$ cat src/rtl/key_pulse_conditioner_if.sv
// Key conditioner bundle: raw KEY pins and repeat enables in,
// debounced level and press/release pulses out.
interface key_pulse_conditioner_if #(
   parameter int NKEYS = 4
);
   logic [NKEYS-1:0] KEY;
   logic [NKEYS-1:0] repeat_en;
   logic [NKEYS-1:0] pressed;
   logic [NKEYS-1:0] press_pulse;
   logic [NKEYS-1:0] release_pulse;

   modport master (
      output KEY,
      output repeat_en,
      input  pressed,
      input  press_pulse,
      input  release_pulse
   );

   modport slave (
      input  KEY,
      input  repeat_en,
      output pressed,
      output press_pulse,
      output release_pulse
   );
endinterface

$ cat src/rtl/key_pulse_conditioner.sv
// Pushbutton front end: 2-FF sync, per-key debounce, press/release
// pulses and auto-repeat press ticks while a key is held.
module key_pulse_conditioner #(
   parameter int NKEYS        = 4,
   parameter int DEBOUNCE_CYC = 500_000,
   parameter int REPEAT_DELAY = 25_000_000,
   parameter int REPEAT_RATE  = 5_000_000
) (
   input logic                    clk,
   input logic                    reset_n,
   key_pulse_conditioner_if.slave kif
);

   localparam int DEB_W   = $clog2(DEBOUNCE_CYC);
   localparam int RPT_MAX = (REPEAT_DELAY > REPEAT_RATE) ?
                            REPEAT_DELAY : REPEAT_RATE;
   localparam int RPT_W   = $clog2(RPT_MAX);

   localparam logic [DEB_W-1:0] DEB_TERM =
      DEB_W'(DEBOUNCE_CYC - 1);
   localparam logic [RPT_W-1:0] DLY_TERM =
      RPT_W'(REPEAT_DELAY - 1);
   localparam logic [RPT_W-1:0] RATE_TERM =
      RPT_W'(REPEAT_RATE - 1);

   typedef enum logic [1:0] {
      IDLE,
      DELAY,
      REPEAT
   } state_t;

   logic [NKEYS-1:0] sync1;
   logic [NKEYS-1:0] sync2;
   logic [NKEYS-1:0] stable;
   logic [NKEYS-1:0] deb_hit;
   logic [NKEYS-1:0] fall_ev;
   logic [NKEYS-1:0] rise_ev;
   logic [NKEYS-1:0] pressed_q;
   logic [NKEYS-1:0] press_q;
   logic [NKEYS-1:0] release_q;
   logic [NKEYS-1:0] press_d;
   logic [NKEYS-1:0] release_d;

   logic [DEB_W-1:0] deb_cnt   [NKEYS];
   logic [RPT_W-1:0] rpt_cnt_q [NKEYS];
   logic [RPT_W-1:0] rpt_cnt_d [NKEYS];
   state_t           state_q   [NKEYS];
   state_t           state_d   [NKEYS];

   // Released level is 1, so reset preloads the synchroniser high
   always_ff @(posedge clk or negedge reset_n) begin
      if (!reset_n) begin
         sync1 <= '1;
         sync2 <= '1;
      end else begin
         sync1 <= kif.KEY;
         sync2 <= sync1;
      end
   end

   always_comb begin
      deb_hit = '0;
      for (int k = 0; k < NKEYS; k++) begin
         deb_hit[k] = (sync2[k] != stable[k]) &&
                      (deb_cnt[k] == DEB_TERM);
      end
   end

   assign fall_ev = deb_hit & stable;
   assign rise_ev = deb_hit & ~stable;

   // pressed tracks the updated stable level, aligned with the pulses
   always_ff @(posedge clk or negedge reset_n) begin
      if (!reset_n) begin
         stable    <= '1;
         pressed_q <= '0;
         for (int k = 0; k < NKEYS; k++) begin
            deb_cnt[k] <= '0;
         end
      end else begin
         stable    <= stable ^ deb_hit;
         pressed_q <= ~(stable ^ deb_hit);
         for (int k = 0; k < NKEYS; k++) begin
            if (sync2[k] == stable[k] || deb_hit[k]) begin
               deb_cnt[k] <= '0;
            end else begin
               deb_cnt[k] <= deb_cnt[k] + DEB_W'(1);
            end
         end
      end
   end

   always_ff @(posedge clk or negedge reset_n) begin
      if (!reset_n) begin
         press_q   <= '0;
         release_q <= '0;
         for (int k = 0; k < NKEYS; k++) begin
            state_q[k]   <= IDLE;
            rpt_cnt_q[k] <= '0;
         end
      end else begin
         press_q   <= press_d;
         release_q <= release_d;
         for (int k = 0; k < NKEYS; k++) begin
            state_q[k]   <= state_d[k];
            rpt_cnt_q[k] <= rpt_cnt_d[k];
         end
      end
   end

   // Release is tested first so it always beats a repeat terminal count
   always_comb begin
      press_d   = '0;
      release_d = '0;
      for (int k = 0; k < NKEYS; k++) begin
         state_d[k]   = state_q[k];
         rpt_cnt_d[k] = rpt_cnt_q[k];
         if (rise_ev[k]) begin
            release_d[k] = 1'b1;
            rpt_cnt_d[k] = '0;
            state_d[k]   = IDLE;
         end else begin
            unique case (state_q[k])
               IDLE: begin
                  if (fall_ev[k]) begin
                     press_d[k]   = 1'b1;
                     rpt_cnt_d[k] = '0;
                     state_d[k]   = DELAY;
                  end
               end
               DELAY: begin
                  if (!kif.repeat_en[k]) begin
                     rpt_cnt_d[k] = '0;
                  end else if (rpt_cnt_q[k] == DLY_TERM) begin
                     press_d[k]   = 1'b1;
                     rpt_cnt_d[k] = '0;
                     state_d[k]   = REPEAT;
                  end else begin
                     rpt_cnt_d[k] = rpt_cnt_q[k] + RPT_W'(1);
                  end
               end
               REPEAT: begin
                  if (!kif.repeat_en[k]) begin
                     rpt_cnt_d[k] = '0;
                     state_d[k]   = DELAY;
                  end else if (rpt_cnt_q[k] == RATE_TERM) begin
                     press_d[k]   = 1'b1;
                     rpt_cnt_d[k] = '0;
                  end else begin
                     rpt_cnt_d[k] = rpt_cnt_q[k] + RPT_W'(1);
                  end
               end
               default: begin
                  rpt_cnt_d[k] = '0;
                  state_d[k]   = IDLE;
               end
            endcase
         end
      end
   end

   assign kif.pressed       = pressed_q;
   assign kif.press_pulse   = press_q;
   assign kif.release_pulse = release_q;

endmodule

$ cat src/flat_wrapper.sv
// flat-port wrapper written by rule: the top's interface ports become plain ports
module key_pulse_conditioner_flat 
#(
   parameter int NKEYS        = 4,
   parameter int DEBOUNCE_CYC = 500_000,
   parameter int REPEAT_DELAY = 25_000_000,
   parameter int REPEAT_RATE  = 5_000_000
)
  (clk, reset_n, kif_KEY, kif_repeat_en, kif_pressed, kif_press_pulse, kif_release_pulse);
  key_pulse_conditioner_if #(.NKEYS(NKEYS)) kif_i ();
  input logic clk;
  input logic reset_n;
  input wire logic [$bits(kif_i.KEY)-1:0] kif_KEY;
  input wire logic [$bits(kif_i.repeat_en)-1:0] kif_repeat_en;
  output wire logic [$bits(kif_i.pressed)-1:0] kif_pressed;
  output wire logic [$bits(kif_i.press_pulse)-1:0] kif_press_pulse;
  output wire logic [$bits(kif_i.release_pulse)-1:0] kif_release_pulse;
  assign kif_i.KEY = kif_KEY;
  assign kif_i.repeat_en = kif_repeat_en;
  assign kif_pressed = kif_i.pressed;
  assign kif_press_pulse = kif_i.press_pulse;
  assign kif_release_pulse = kif_i.release_pulse;
  key_pulse_conditioner #(.NKEYS(NKEYS), .DEBOUNCE_CYC(DEBOUNCE_CYC), .REPEAT_DELAY(REPEAT_DELAY), .REPEAT_RATE(REPEAT_RATE)) u_core (.clk(clk), .reset_n(reset_n), .kif(kif_i));
endmodule
$ cat config.mk
export PLATFORM = sky130hd
export DESIGN_NAME = key_pulse_conditioner_flat
export DESIGN_NICKNAME = d
export VERILOG_FILES = /design/src/rtl/key_pulse_conditioner_if.sv /design/src/rtl/key_pulse_conditioner.sv /design/src/flat_wrapper.sv
export SDC_FILE = /design/constraint.sdc
export NUM_CORES = 1
export LEC_CHECK = 0
export CORE_UTILIZATION = 35
export CTS_BUF_LIST = sky130_fd_sc_hd__clkbuf_4
export CTS_CLUSTER_SIZE = 24
export DETAILED_ROUTE_END_ITERATION = 8
export PLACE_DENSITY_LB_ADDON = 0.05
export SYNTH_ARGS = -nofsm -noshare
export SYNTH_HDL_FRONTEND = slang
export SYNTH_SLANG_ARGS = --single-unit
$ cat constraint.sdc
create_clock -name clk -period 2.7 [get_ports clk]
set_input_delay 0.405 -clock clk [delete_from_list [all_inputs] [get_ports clk]]
set_output_delay 0.405 -clock clk [all_outputs]
set_load 0.05 [all_outputs]
# --- Yosys cells after proc, flatten, opt, wreduce, memory -nomap -nowiden ---
# Cells that the tools add are included.
# Widths: inputs -> output; s select.
word_totals:
  regBits: 208
  latch_bits: 0
  ram_bits: 0
  romBits: 0
  in_bits: 10
  elab_cells: 179
  memories: 0
op_classes:
  addsub: 8
  n_mul: 0
  n_div: 0
  magnitude_cmp: 0
  n_eq_ne: 44
  n_shift: 0
  n_mux: 88
  n_bitwise: 5
  n_reduce_logical: 16
op_table:
  columns: ["cell", "n"]
  rows:
  - ["$mux 25", 24]
  - ["$pmux 25 s3", 4]
  - ["$add 25x1->25 const B", 4]
  - ["$eq 25x23->1 const B", 4]
  - ["$eq 25x25->1 const B", 4]
  - ["$add 19x1->19 const B", 4]
  - ["$eq 19x19->1 const B", 4]
  - ["$mux 19", 4]
  - ["$mux 2", 20]
  - ["$mux 1", 28]
  - ["$ne 3x1->1 const B", 8]
  - ["$ne 3x2->1 const B", 8]
  - ["$pmux 2 s3", 4]
  - ["$reduce_and 4->1", 4]
  - ["$pmux 1 s3", 4]
  - ["$and 4x4->4", 2]
  - ["$eq 2x1->1 const B", 4]
  - ["$eq 2x2->1 const B", 4]
  - ["$logic_not 2->1", 4]
  - ["$not 4->4", 2]
  - ["$eq 1x1->1", 4]
  - ["$logic_and 1x1->1", 4]
  - ["$logic_or 1x1->1", 4]
  - ["$ne 1x1->1", 4]
  - ["$xor 4x4->4", 1]

# --- Logic depth before layout (Yosys ltp) ---
# Gate-level depths: netlist of the first run.
logic_depth:
  word_depth: 6
  mapped_depth: 9
  mapped_depth_nobuf: 7

# --- Least setup slack after synthesis of the first run ---
# OpenSTA, ideal clock, no wires.
synth_timing:
  kind: "reg-to-reg"
  from: "reg u_core.rpt_cnt_q[10] in the netlist's numbering"
  to: "reg u_core.rpt_cnt_q[14] in the netlist's numbering"
  t_arrival_ps: 2258
  t_required_ps: 2581
  path_slack_ps: 323
  stages_incl_launch_ff: 9
  synth_period_minus_slack_ps: 2377
  path_cell_list: "dfrtp_1 > or4b_1 > or4_4 > o21a_1 > o21ai_2 > and2_1 > buf_4 > buf_8 > nor2_2"
synth_via:
  elab_chain_len: 5
  elab_cells_between_ends: 9
  classes_between: "1 x add/sub; 2 x eq/ne; 6 x mux"
synth_lines:
  columns: ["element", "line", "rtl"]
  rows:
  - ["start: declaration", "key_pulse_conditioner.sv:45", "logic [RPT_W-1:0] rpt_cnt_q [NKEYS];"]
  - ["start signal: indexed assignment", "key_pulse_conditioner.sv:106", "rpt_cnt_q[k] <= rpt_cnt_d[k];"]
  - ["$add 25x1->25 (tied with other cells)", "key_pulse_conditioner.sv:139, key_pulse_conditioner.sv:150", null]
  - ["$mux 25, on equally long branches", "key_pulse_conditioner.sv:146, key_pulse_conditioner.sv:134", null]
  - ["$mux 25, on equally long branches", "key_pulse_conditioner.sv:143, key_pulse_conditioner.sv:132", null]
  - ["$pmux 25 s3 (*)", "key_pulse_conditioner.sv:123", "unique case (state_q[k])"]
  - ["$mux 25 (*)", "key_pulse_conditioner.sv:118", "if (rise_ev[k]) begin"]
# Mark *: on every way between the ends. The rest lies on a longest branch, timed or not.
# A chain may end at the register's enable or synchronous reset.

# --- Final worst setup path of the first run ---
layout_timing:
  from: "reg u_core.rpt_cnt_q[7] in the netlist's numbering"
  to: "reg u_core.rpt_cnt_q[3] in the netlist's numbering"
layout_via:
  elab_chain_len: 5
  elab_cells_between_ends: 8
  classes_between: "2 x eq/ne; 6 x mux"
layout_lines:
  columns: ["element", "line"]
  rows:
  - ["$eq 25x23->1 / $eq 25x25->1 (equally long branches)", "key_pulse_conditioner.sv:146, key_pulse_conditioner.sv:134"]
  - ["$mux 25, on equally long branches", "key_pulse_conditioner.sv:146, key_pulse_conditioner.sv:134"]
  - ["$mux 25, on equally long branches", "key_pulse_conditioner.sv:143, key_pulse_conditioner.sv:132"]
  - ["$pmux 25 s3 (*)", "key_pulse_conditioner.sv:123"]
  - ["$mux 25 (*)", "key_pulse_conditioner.sv:118"]
# Marked as above.

==> key figures, run 1 <==
Status
  • Outcome: finished clean

Power and ir drop
  • Maximum VDD drop: between 0.0002 and 0.0003 V
  • Total power: slightly below 7 mW
  • Leak pwr: 5.45 nW
  • Power per Cell Area: between 500 and 600 nW/um2

Cells and area
  • Share of layout cells above drive strength 1: 15.6%
  • Area occupied by multi-input gates: between 5000 and 6000 um2
  • FF/Latch Area: about 5200 um2
  • Core Util, Final: between 40% and 50%
  • NumNets Final: ~1300
  • Fillers: between 3000 and 4000
  • Area grow syn2layout: 15.5%

Timing
  • Clock skew: 0.0261 ns
  • Setup violators final: 0
  • Min Tclk post-route: 2.60 ns
  • Setup slack after layout: approximately 0.10 ns
  • Final cycle utilization of the critical path: 96.1%
  • Hold_ws: about 0.098 ns
  • Achievable Freq: approximately 0.39 GHz
  • Worst-margin pin slew: between 0.5 and 0.6 ns
  • Slew Limit Fails: 0
  • Relative slew slack: 60.8%
  • Endpoints failing hold: 0

Route
  • Routed WL: around 26000 um
  • Vias/cell: roughly 5.1
  • Routed len/inst: between 10 and 15 um
  • Antenna viol nets, final: 0
  • Detailed Route Iter0 Violations: 300
  • DRC Markers: 0
  • Vias: 8954
  • Pre-antenna DRT Iters: 4

Yosys
  • Main synth FF type: dfrtp_1
  • Synthesis Warnings: 0
  • Count leader, synth: dfrtp_1
  • Sequential fraction of the synthesis area: 46.2%
  • Post-Syn Nets: ~1200
  • Mean Syn Cell Area: 9.37 um2
  • Synth top area share: 43.4%
  • Yosys top cell by area: dfrtp_1
  • Syn Inst Count: approximately 1200
  • Cell variety after synth: between 70 and 80
  • Synth Cell Area: between 10000 and 15000 um2
  • FFs w/ async S/R, synth: between 90% and 100%
  • Largest cells by area after synthesis: dfrtp_1 (43%), nand3_1 (5.0%), nor2_1 (4.3%), xnor2_1 (4.3%), nand2_1 (4.0%)
  • Top post-synthesis cells by count: dfrtp_1 (196), nor2_1 (129), nand2_1 (120), nand3_1 (112), xnor2_1 (55)
  • Number of flops mapped to enable cells by yosys: 0
  • Flop and latch count out of synthesis: 208

Placed design
  • Pre-CTS setup slack: just under 0.1 ns
  • IO Port Bufs: 21
  • Post-detail-place hpwl: ~17000 um
  • RD Place Congestion: about 0.76

CTS
  • CTS tree: done
  • Worst skew pair latency: between 0.7 and 0.8 ns
  • H-Tree Level Count: 2
  • Post CTS Setup Buffer Count: 0
  • Longest Clk Path Bufs: 3
  • Clock root buffer: clkbuf_4
  • CTS Buf Count: 60
  • CTS Sinks: approximately 210
  • CTS clock-pin slew for the worst setup and hold paths: around 0.070 ns

Global routing
  • GRT Resource Usage Total: between 10% and 20%
  • Vias in the first global route: between 8000 and 9000
  • Largest net degree at the start of global routing: approximately 70
  • Initial antenna violation count: 1
  • GR Overflow Total: 0
  • First-pass GRT wire length: about 44000 um

Worst setup path
  • CP Data Arrival Time: 3.20 ns
  • Startpoint Class: flip-flop
  • Critical path type: flip-flop to flip-flop
  • Required time worst endpoint: 3.30 ns
  • Worst Setup End Kind: flip-flop
  • CP Launch Point: u_core.rpt_cnt_q[7]
  • Worst r2r src: u_core.rpt_cnt_q[7]
  • CP max FO: 7

Die
  • Die Wd: about 180 um
  • Top-level I/O count: 22
  • Core region area: between 30000 and 40000 um2
  • Die ar.: about 33000 um2
  • DIE HEIGHT: approximately 180 um
  • Initial Util: between 30 and 40%
  • Row cnt: 65

Worst hold path
  • Type of the most critical hold path: input pin to flip-flop
  • Hold Startpoint: kif_KEY[0]

Job
  • Max-cap viol count: 0
-- flip-flops by register name, summed over array words and instances (netlist names) --
register                  cells
u_core.kif.pressed            4
u_core.kif.release_pulse      4
u_core.deb_cnt               76
u_core.sync1                  4
u_core.stable                 4
u_core.kif.press_pulse        4
u_core.sync2                  4
u_core.rpt_cnt_q            100
u_core.state_q                8
-- layer usage --
| layer | wire [um] | track usage (%) | up-vias |
|---|---|---|---|
| li1 | - | - | 4533 |
| met1 | 13200 | 23.0 | 4254 |
| met2 | 10800 | 23.5 | 115 |
| met5 | 0 | 0 | - |
| met3 | 942 | 3.37 | 52 |
| met4 | 604 | 6.03 | 0 |
-- kinds of logic (layout without fill, tap and decap cells) --
family	Yosys count	in the layout	share of synthesized area (%)
AOI/OAI and AO/OA	159	159	10.2
xor gates and xnor gates	96	96	7.44
adders and majority gates	27	27	2.99
buffers and inverters	81	216	3.03
DFF	208	208	46.2
muxes	10	10	0.919
other	0	1	0
and+or+nand+nor	625	625	29.2
-- cell type report --
class | instances | share of cell area, %
multi-input combinational | 917 | 44.1
clock inverter | 13 | 0.383
inverter | 37 | 1.06
sequential | 208 | 40.0
tap | 402 | 3.85
clock buffer | 99 | 5.69
timing repair buffer | 67 | 4.89
antenna | 1 | 0.0192
-- worst paths after layout --
| kind | to | slack [ns] | depth (start not counted) |
|---|---|---|---|
| worst max-delay path | u_core.rpt_cnt_q[3] | 0.10 | 7 |
| max in group asynchronous | u_core.sync1[2] | 1.68 | 3 |
| worst max register to register | u_core.rpt_cnt_q[3] | 0.10 | 7 |
| min in group asynchronous | u_core.state_q[7] | 0.24 | 2 |
| worst min-delay path | u_core.sync1[0] | 0.1 | 1 |
| worst min register to register | u_core.sync2[2] | 0.35 | 0 |
-- power breakdown --
group	internal (mW)	switching [mW]	leakage (nW)	total, mW
Clock	1.64	1.41	0.484	3.05
Combinational	0.200	0.417	2.15	0.617
Sequential	3.17	0.0466	2.82	3.21
-- critical path: stages, from the launching register on --
cell and delay [ns]:
dfrtp_1 0.42, or4b_1 0.51, or4_4 0.56, o21a_1 0.22
o21ai_2 0.29, buf_4 0.21, o21ai_0 0.09, a22o_1 0.18
-- metrics by stage --
| step | instances | TNS, ns | cell area, um2 |
|---|---|---|---|
| after global placement | 1630 | 0 | 12200 |
| after detailed placement | 1630 | 0 | 12200 |
| after global routing | 1744 | -0.0604 | 13100 |
| final | 1744 | 0 | 13100 |
| after floorplan | 1206 | 0 | 11300 |
| after CTS | 1743 | 0 | 13000 |
-- cell usage in the layout (no fill, tap or decap), types with 14 or more instances in the layout --
cell type | synthesis | layout
dfrtp_1 | 196 | 196
nor2_1 | 129 | 129
nand2_1 | 120 | 120
nand3_1 | 112 | 112
clkbuf_4 | 0 | 99
xnor2_1 | 55 | 55
xor2_1 | 41 | 41
buf_4 | 2 | 39
inv_1 | 37 | 37
nand4_1 | 36 | 36
and3_1 | 35 | 35
nor3_1 | 34 | 34
o21ai_0 | 32 | 32
ha_1 | 27 | 27
or3_1 | 20 | 20
clkdlybuf4s50_1 | 0 | 20
a21oi_1 | 16 | 16
or4_1 | 16 | 16
nor4_1 | 15 | 15
o311ai_0 | 15 | 15
and2_1 | 14 | 14
-- repair_timing --
action                                  in CTS  in global routing
endpoints found under the setup margin       0                  6
endpoints found under the hold margin       67                  0
hold buffers                                 1                  0
gates resized for setup                      0                  2
(Power assumes the default switching activity.)
==> run 2: changes to the inputs <==
- ABC_AREA: unset -> 1
==> key figures, run 2 <==
Route
  • Detailed Route Iter0 Violations: 633 (+110%)
  • Antenna viol nets, final: 0 (unchanged)
  • DRC Markers: 0 (unchanged)
  • Vias: 11900 (+33%)
  • Routed WL: 33000 um (+29%)
  • Pre-antenna DRT Iters: 5 (+1)
  • Routed len/inst: 13.3 um (-9.5%)
  • Vias/cell: 4.77 (-7.0%)

CTS
  • Clock root buffer: clkbuf_4
  • CTS Sinks: 208 (unchanged)
  • CTS Buf Count: 61 (+1.7%)
  • Worst skew pair latency: 0.81 ns (+0.09 ns)
  • H-Tree Level Count: 2 (unchanged)
  • CTS tree: done
  • CTS clock-pin slew for the worst setup and hold paths: 0.07 ns (about the same)
  • Longest Clk Path Bufs: 3 (unchanged)

Timing
  • Slew Limit Fails: 0 (unchanged)
  • Setup violators final: 0 (unchanged)
  • Worst-margin pin slew: 0.638 ns (+0.0494 ns)
  • Final cycle utilization of the critical path: 87.2% (-9.0 points)
  • Endpoints failing hold: 0 (unchanged)
  • Achievable Freq: 0.425 GHz (+10%)
  • Min Tclk post-route: 2.35 ns (-0.242 ns)
  • Setup TNS: 0 ns (unchanged)
  • Relative slew slack: 57.4% (-3.4 points)
  • Clock skew: 0.0323 ns (+0.00619 ns)
  • RSZ-0062 raised after global routing: false

Cells and area
  • Fillers: 3979 (+25%)
  • Core Util, Final: 40.3% (-1.0 points)
  • Max reg flops: 100 (unchanged)
  • Area grow syn2layout: 12.2%
  • Largest registers: u_core.rpt_cnt_q (100), u_core.deb_cnt (76), u_core.state_q (8)
  • Most frequent cells in the layout: nand2_1 (447), inv_1 (263), nor2_1 (261), dfrtp_1 (196), nand3_1 (145)
  • NumNets Final: 1967 (+48%)
  • Share of layout cells above drive strength 1: 11.5% (-4.1 points)
  • Commonest non-fill, non-tap cell in the layout: nand2_1
  • Largest Register: u_core.rpt_cnt_q
  • Final design instance area without fill: 14900 um2 (+14%)

Die
  • Row cnt: 70 (+7.7%)
  • Top-level I/O count: 22 (unchanged)
  • Initial Util: 35.9% (+0.17 points)
  • DIE HEIGHT: 197 um (+8.2%)
  • Die ar.: 38700 um2 (+17%)
  • Die Wd: 197 um (+8.2%)
  • Core region area: 37000 um2 (+17%)

Placed design
  • RD Place Congestion: 0.851 (+11%)
  • Post-detail-place hpwl: 23800 um (+43%)
  • IO Port Bufs: 21 (unchanged)
  • DP Area: 14000 um2 (+14%)

Yosys
  • Synthesis Warnings: 0 (unchanged)
  • FFs w/ async S/R, synth: 100% (unchanged)
  • Largest cells by area after synthesis: dfrtp_1 (37%), nand2_1 (13%), inv_1 (7.4%), nor2_1 (7.4%), nand3_1 (5.5%)
  • Syn Inst Count: 1861 (+54%)
  • Post-Syn Nets: 1898 (+53%)
  • Yosys top cell by area: dfrtp_1
  • Flop and latch count out of synthesis: 208 (unchanged)
  • Synth Cell Area: 13300 um2 (+17%)
  • Count leader, synth: nand2_1
  • Synth top area share: 37.0% (-6.4 points)
  • Top post-synthesis cells by count: nand2_1 (447), inv_1 (263), nor2_1 (261), dfrtp_1 (196), nand3_1 (145)
  • Main synth FF type: dfrtp_1
  • Number of flops mapped to enable cells by yosys: 0 (unchanged)
  • Sequential fraction of the synthesis area: 39.3% (-6.8 points)
  • Cell variety after synth: 51 (-32%)
  • Mean Syn Cell Area: 7.13 um2 (-24%)

Worst hold path
  • Type of the most critical hold path: input pin to asynchronous set/reset pin

Worst setup path
  • CP max-delay cell: clkdlybuf4s50_1
  • Required time worst endpoint: 2.30 ns (-1.00 ns)
  • Startpoint Class: flip-flop
  • Buf+Inv Stages, Crit Path: 1 (unchanged)
  • Top delay family on crit path: buffers and inverters
  • CP Data Arrival Time: 1.95 ns (-1.25 ns)
  • Worst Setup End Kind: output pin
  • Crit path largest cell delay: 0.80 ns (+0.24 ns)
  • Critical path type: flip-flop to output pin
  • CP max FO: 1 (-6)
  • Crit-path cells: clkdlybuf4s50_1

Status
  • Outcome: finished clean

Power and ir drop
  • Power per Cell Area: 435 nW/um2 (-18%)
  • Maximum VDD drop: 0.000226 V (-13%)
  • Leak pwr: 7.42 nW (+36%)

Job
  • Max-cap viol count: 0 (unchanged)

Global routing
  • Largest net degree at the start of global routing: 55 (-23%)
  • GRT Resource Usage Total: 18.0% (+1.9 points)
  • First-pass GRT wire length: 57600 um (+31%)
  • Initial antenna violation count: 2 (+1)
  • Vias in the first global route: 11800 (+34%)
  • GR Overflow Total: 0 (unchanged)
[run 2: stage by stage]
| stage | hold WS, ns | setup WS, ns | power (mW) | cells |
|---|---|---|---|---|
| global route | 0.103 | 0.108 | 6.83 | 2490 |
| global placement | 0.347 | 0.433 | 3.39 | 2366 |
| detailed placement | 0.348 | 0.431 | 3.39 | 2366 |
| CTS | 0.0765 | 0.239 | 6.66 | 2487 |
| floorplan | 0.109 | 0.995 | 3.27 | 1861 |
| finish | 0.143 | 0.347 | 6.47 | 2490 |
[run 2: cell families (layout without fill, tap and decap cells)]
group	after synthesis	in the layout	synth area share [%]
AOI/OAI and AO/OA	151	151	6.56
DFF	208	208	39.3
buffers and inverters	309	431	9.85
other	0	3	0
adders and majority gates	27	27	2.55
and+or+nand+nor	1131	1131	39.4
xor gates and xnor gates	35	35	2.31
[run 2: path summary, 6_finish.rpt]
kind	from	endpoint	slack (ns)	cells after the start
max in group asynchronous	reset_n	u_core.sync1[1]	1.85	3
min reg2reg	u_core.sync1[1]	u_core.sync2[1]	0.35	0
max reg2reg	u_core.deb_cnt[19]	u_core.rpt_cnt_q[41]	0.42	12
min	reset_n	u_core.rpt_cnt_q[40]	0.14	2
min in group clk	u_core.sync1[1]	u_core.sync2[1]	0.35	0
max	u_core.kif.pressed[2]	kif_pressed[2]	0.35	1
[run 2: cell type report]
type	instances	area [um2]	share of cell area (%)
flip-flops and latches	208	5220	35.1
multi-input cells	1344	6740	45.3
well taps	504	631	4.24
clock inverters	15	60.1	0.404
diodes	3	7.51	0.0504
inverters	276	1040	6.98
clock buffers	101	758	5.10
repair buffers	39	425	2.86
[run 2: timing repair]
action | CTS | global route
hold endpoints to repair | 202 | 0
hold buffers | 5 | 0
setup buffers | 0 | 0
gates resized for setup | 0 | 0
[run 2: power by group]
| part | switching, mW | internal (mW) | total, mW |
|---|---|---|---|
| registers | 0.0154 | 3.14 | 3.16 |
| logic | 0.117 | 0.0511 | 0.168 |
| clock network | 1.47 | 1.67 | 3.14 |
| total | 1.60 | 4.87 | 6.47 |
[run 2: layer usage]
layer,wire [um],GRT usage [%]
met1,16200,24.0
met2,14800,28.8
met3,1300,3.78
met4,760,6.17
met5,0,0
[run 2: worst register-to-register path, delay by kind of cell, from the launching register on]
kind | cells | cell delay (ns)
AND/OR/NAND/NOR | 9 | 1.52
buffers and inverters | 2 | 0.08
flip-flops | 1 | 0.37
adder cells (fa/ha/maj) | 1 | 0.22
==> run 3: changes to the inputs <==
- HOLD_SLACK_MARGIN: unset -> 0.15
- clock period: 2.7 -> 3.04 ns (I/O delays scaled with it)
==> key figures, run 3 (synthesized netlist as in run 2, its figures left out) <==
Die
  • Die ar.: 38700 um2 (unchanged)
  • Row cnt: 70 (unchanged)
  • Initial Util: 35.9% (unchanged)
  • Core region area: 37000 um2 (unchanged)
  • Die Wd: 197 um (unchanged)
  • DIE HEIGHT: 197 um (unchanged)
  • Top-level I/O count: 22 (unchanged)

Worst setup path
  • Top delay family on crit path: buffers and inverters
  • Buf+Inv Stages, Crit Path: 1 (unchanged)
  • CP max FO: 1 (unchanged)
  • Startpoint Class: flip-flop
  • Crit-path cells: clkdlybuf4s50_1
  • CP Data Arrival Time: 1.89 ns (-0.06 ns)
  • Critical path type: flip-flop to output pin
  • Worst Setup End Kind: output pin
  • CP max-delay cell: clkdlybuf4s50_1
  • Required time worst endpoint: 2.58 ns (+0.28 ns)
  • Crit path largest cell delay: 0.80 ns (about the same)

Status
  • Outcome: finished clean

Timing
  • Slew Limit Fails: 0 (unchanged)
  • Relative slew slack: 58.5% (+1.1 points)
  • Endpoints failing hold: 0 (unchanged)
  • Setup violators final: 0 (unchanged)
  • RSZ-0062 raised after global routing: false
  • Clock skew: 0.0352 ns (+0.00286 ns)
  • Achievable Freq: around 0.43 GHz
  • Worst-margin pin slew: 0.621 ns (-0.0162 ns)
  • Min Tclk post-route: 2.34 ns
  • Final cycle utilization of the critical path: 77.0%
  • Setup TNS: 0 ns (unchanged)

Job
  • Max-cap viol count: 0 (unchanged)

Cells and area
  • NumNets Final: 1969 (+0.10%)
  • Largest registers: u_core.rpt_cnt_q (100), u_core.deb_cnt (76), u_core.state_q (8)
  • Commonest non-fill, non-tap cell in the layout: nand2_1
  • Final design instance area without fill: 14900 um2 (about the same)
  • Most frequent cells in the layout: nand2_1 (447), inv_1 (263), nor2_1 (261), dfrtp_1 (196), nand3_1 (145)
  • Fillers: 3980 (+0.025%)
  • Area occupied by multi-input gates: 6740 um2 (unchanged)
  • Largest Register: u_core.rpt_cnt_q
  • Share of layout cells above drive strength 1: 11.4% (-0.13 points)
  • Max reg flops: 100 (unchanged)
  • Area grow syn2layout: 12.1% (about the same)
  • FF/Latch Area: 5220 um2 (unchanged)

Placed design
  • IO Port Bufs: 21 (unchanged)
  • DP Area: 14000 um2 (-0.25%)
  • Post-detail-place hpwl: 23700 um (-0.38%)
  • RD Place Congestion: 0.849 (-0.16%)

Power and ir drop
  • Clk pwr share: 49.9% (+1.3 points)
  • Pint: 4.47 mW (-8.2%)
  • Sw Ratio: 24.2% (-0.56 points)
  • Leak pwr: 7.42 nW (about the same)
  • Combinational share of power: 2.5% (about the same)
  • Maximum VDD drop: 0.000240 V (+5.8%)
  • Power per Cell Area: 396 nW/um2 (-8.8%)
  • Reg power frac: 47.6% (-1.2 points)
  • Psw: 1.43 mW (-11%)

Route
  • Detailed Route Iter0 Violations: 623 (-1.6%)
  • Antenna viol nets, final: 0 (unchanged)
  • DRC Markers: 0 (unchanged)
  • Vias: 11900 (-0.084%)
  • Routed len/inst: 13.3 um (about the same)
  • Routed WL: 33000 um (-0.15%)
  • Pre-antenna DRT Iters: 5 (unchanged)
  • Vias/cell: 4.78 (+0.16%)

CTS
  • Clock root buffer: clkbuf_4
  • CTS tree: done
  • Worst skew pair latency: 0.74 ns (-0.07 ns)
  • Longest Clk Path Bufs: 3 (unchanged)
  • CTS Sinks: 208 (unchanged)
  • H-Tree Level Count: 3 (+1)
  • CTS Buf Count: 66 (+8.2%)
  • CTS clock-pin slew for the worst setup and hold paths: 0.06 ns (about the same)

Global routing
  • Initial antenna violation count: 1 (-1)
  • Largest net degree at the start of global routing: 74 (+35%)
  • GR Overflow Total: 0 (unchanged)
  • GRT Resource Usage Total: 18.2% (+0.19 points)
  • Vias in the first global route: 11900 (+0.78%)
  • First-pass GRT wire length: 57700 um (+0.22%)

Worst hold path
  • Type of the most critical hold path: input pin to asynchronous set/reset pin
[run 3: cell type report]
class,instances,share of cell area [%]
Multi-Input combinational cell,1344,45.3
Sequential cell,208,35.1
Inverter,276,6.98
Clock buffer,98,4.95
Tap cell,504,4.24
Timing Repair Buffer,36,2.62
Clock inverter,17,0.782
Antenna cell,1,0.0168
[run 3: final timing paths]
| check | from | to | slack [ns] | depth (start not counted) |
|---|---|---|---|---|
| min reg2reg | u_core.sync1[2] | u_core.sync2[2] | 0.35 | 0 |
| max | u_core.kif.pressed[2] | kif_pressed[2] | 0.70 | 1 |
| max reg2reg | u_core.deb_cnt[38] | u_core.rpt_cnt_q[67] | 0.74 | 12 |
| min | reset_n | u_core.rpt_cnt_q[89] | 0.31 | 2 |
| min in group clk | u_core.sync1[2] | u_core.sync2[2] | 0.35 | 0 |
| max in group asynchronous | reset_n | u_core.sync2[1] | 1.95 | 3 |
[run 3: metrics by stage]
| step | utilization [%] | worst slack, ns | power [mW] | hold slack [ns] | instances |
|---|---|---|---|---|---|
| 2_1_floorplan | - | 1.34 | 2.90 | 0.160 | 1861 |
| 3_3_place_gp | 37.8 | 0.804 | 3.01 | 0.347 | 2363 |
| 3_5_place_dp | 37.8 | 0.752 | 3.01 | 0.347 | 2363 |
| 4_1_cts | 40.2 | 0.575 | 6.08 | 0.251 | 2483 |
| 5_1_grt | 40.2 | 0.461 | 6.23 | 0.299 | 2484 |
| 6_report | 40.2 | 0.699 | 5.90 | 0.309 | 2484 |
[run 3: what timing repair did]
| item | in CTS | in global routing |
|---|---|---|
| buffers inserted | 0 | 0 |
| hold buffers | 5 | 0 |
| resized for setup | 0 | 0 |
| endpoints found under the hold margin | 134 | 0 |
[run 3: metal layers]
metal / routed length (um) / global-route usage (%) / part of all wire (%)
met1: 16100 / 24.0 / 49
met2: 15000 / 29.0 / 45
met3: 1130 / 4.14 / 3.4
met4: 753 / 6.72 / 2.3
met5: 0 / 0 / 0
[run 3: power groups by stage]
stage                     clock network (mW)  logic [mW]  registers, mW
final                                   2.94       0.147           2.81
after global routing                    3.25       0.173           2.81
after CTS                               3.12       0.157           2.80
after detailed placement                   0       0.151           2.86
after global placement                     0       0.151           2.85
after floorplan                            0      0.0521           2.85
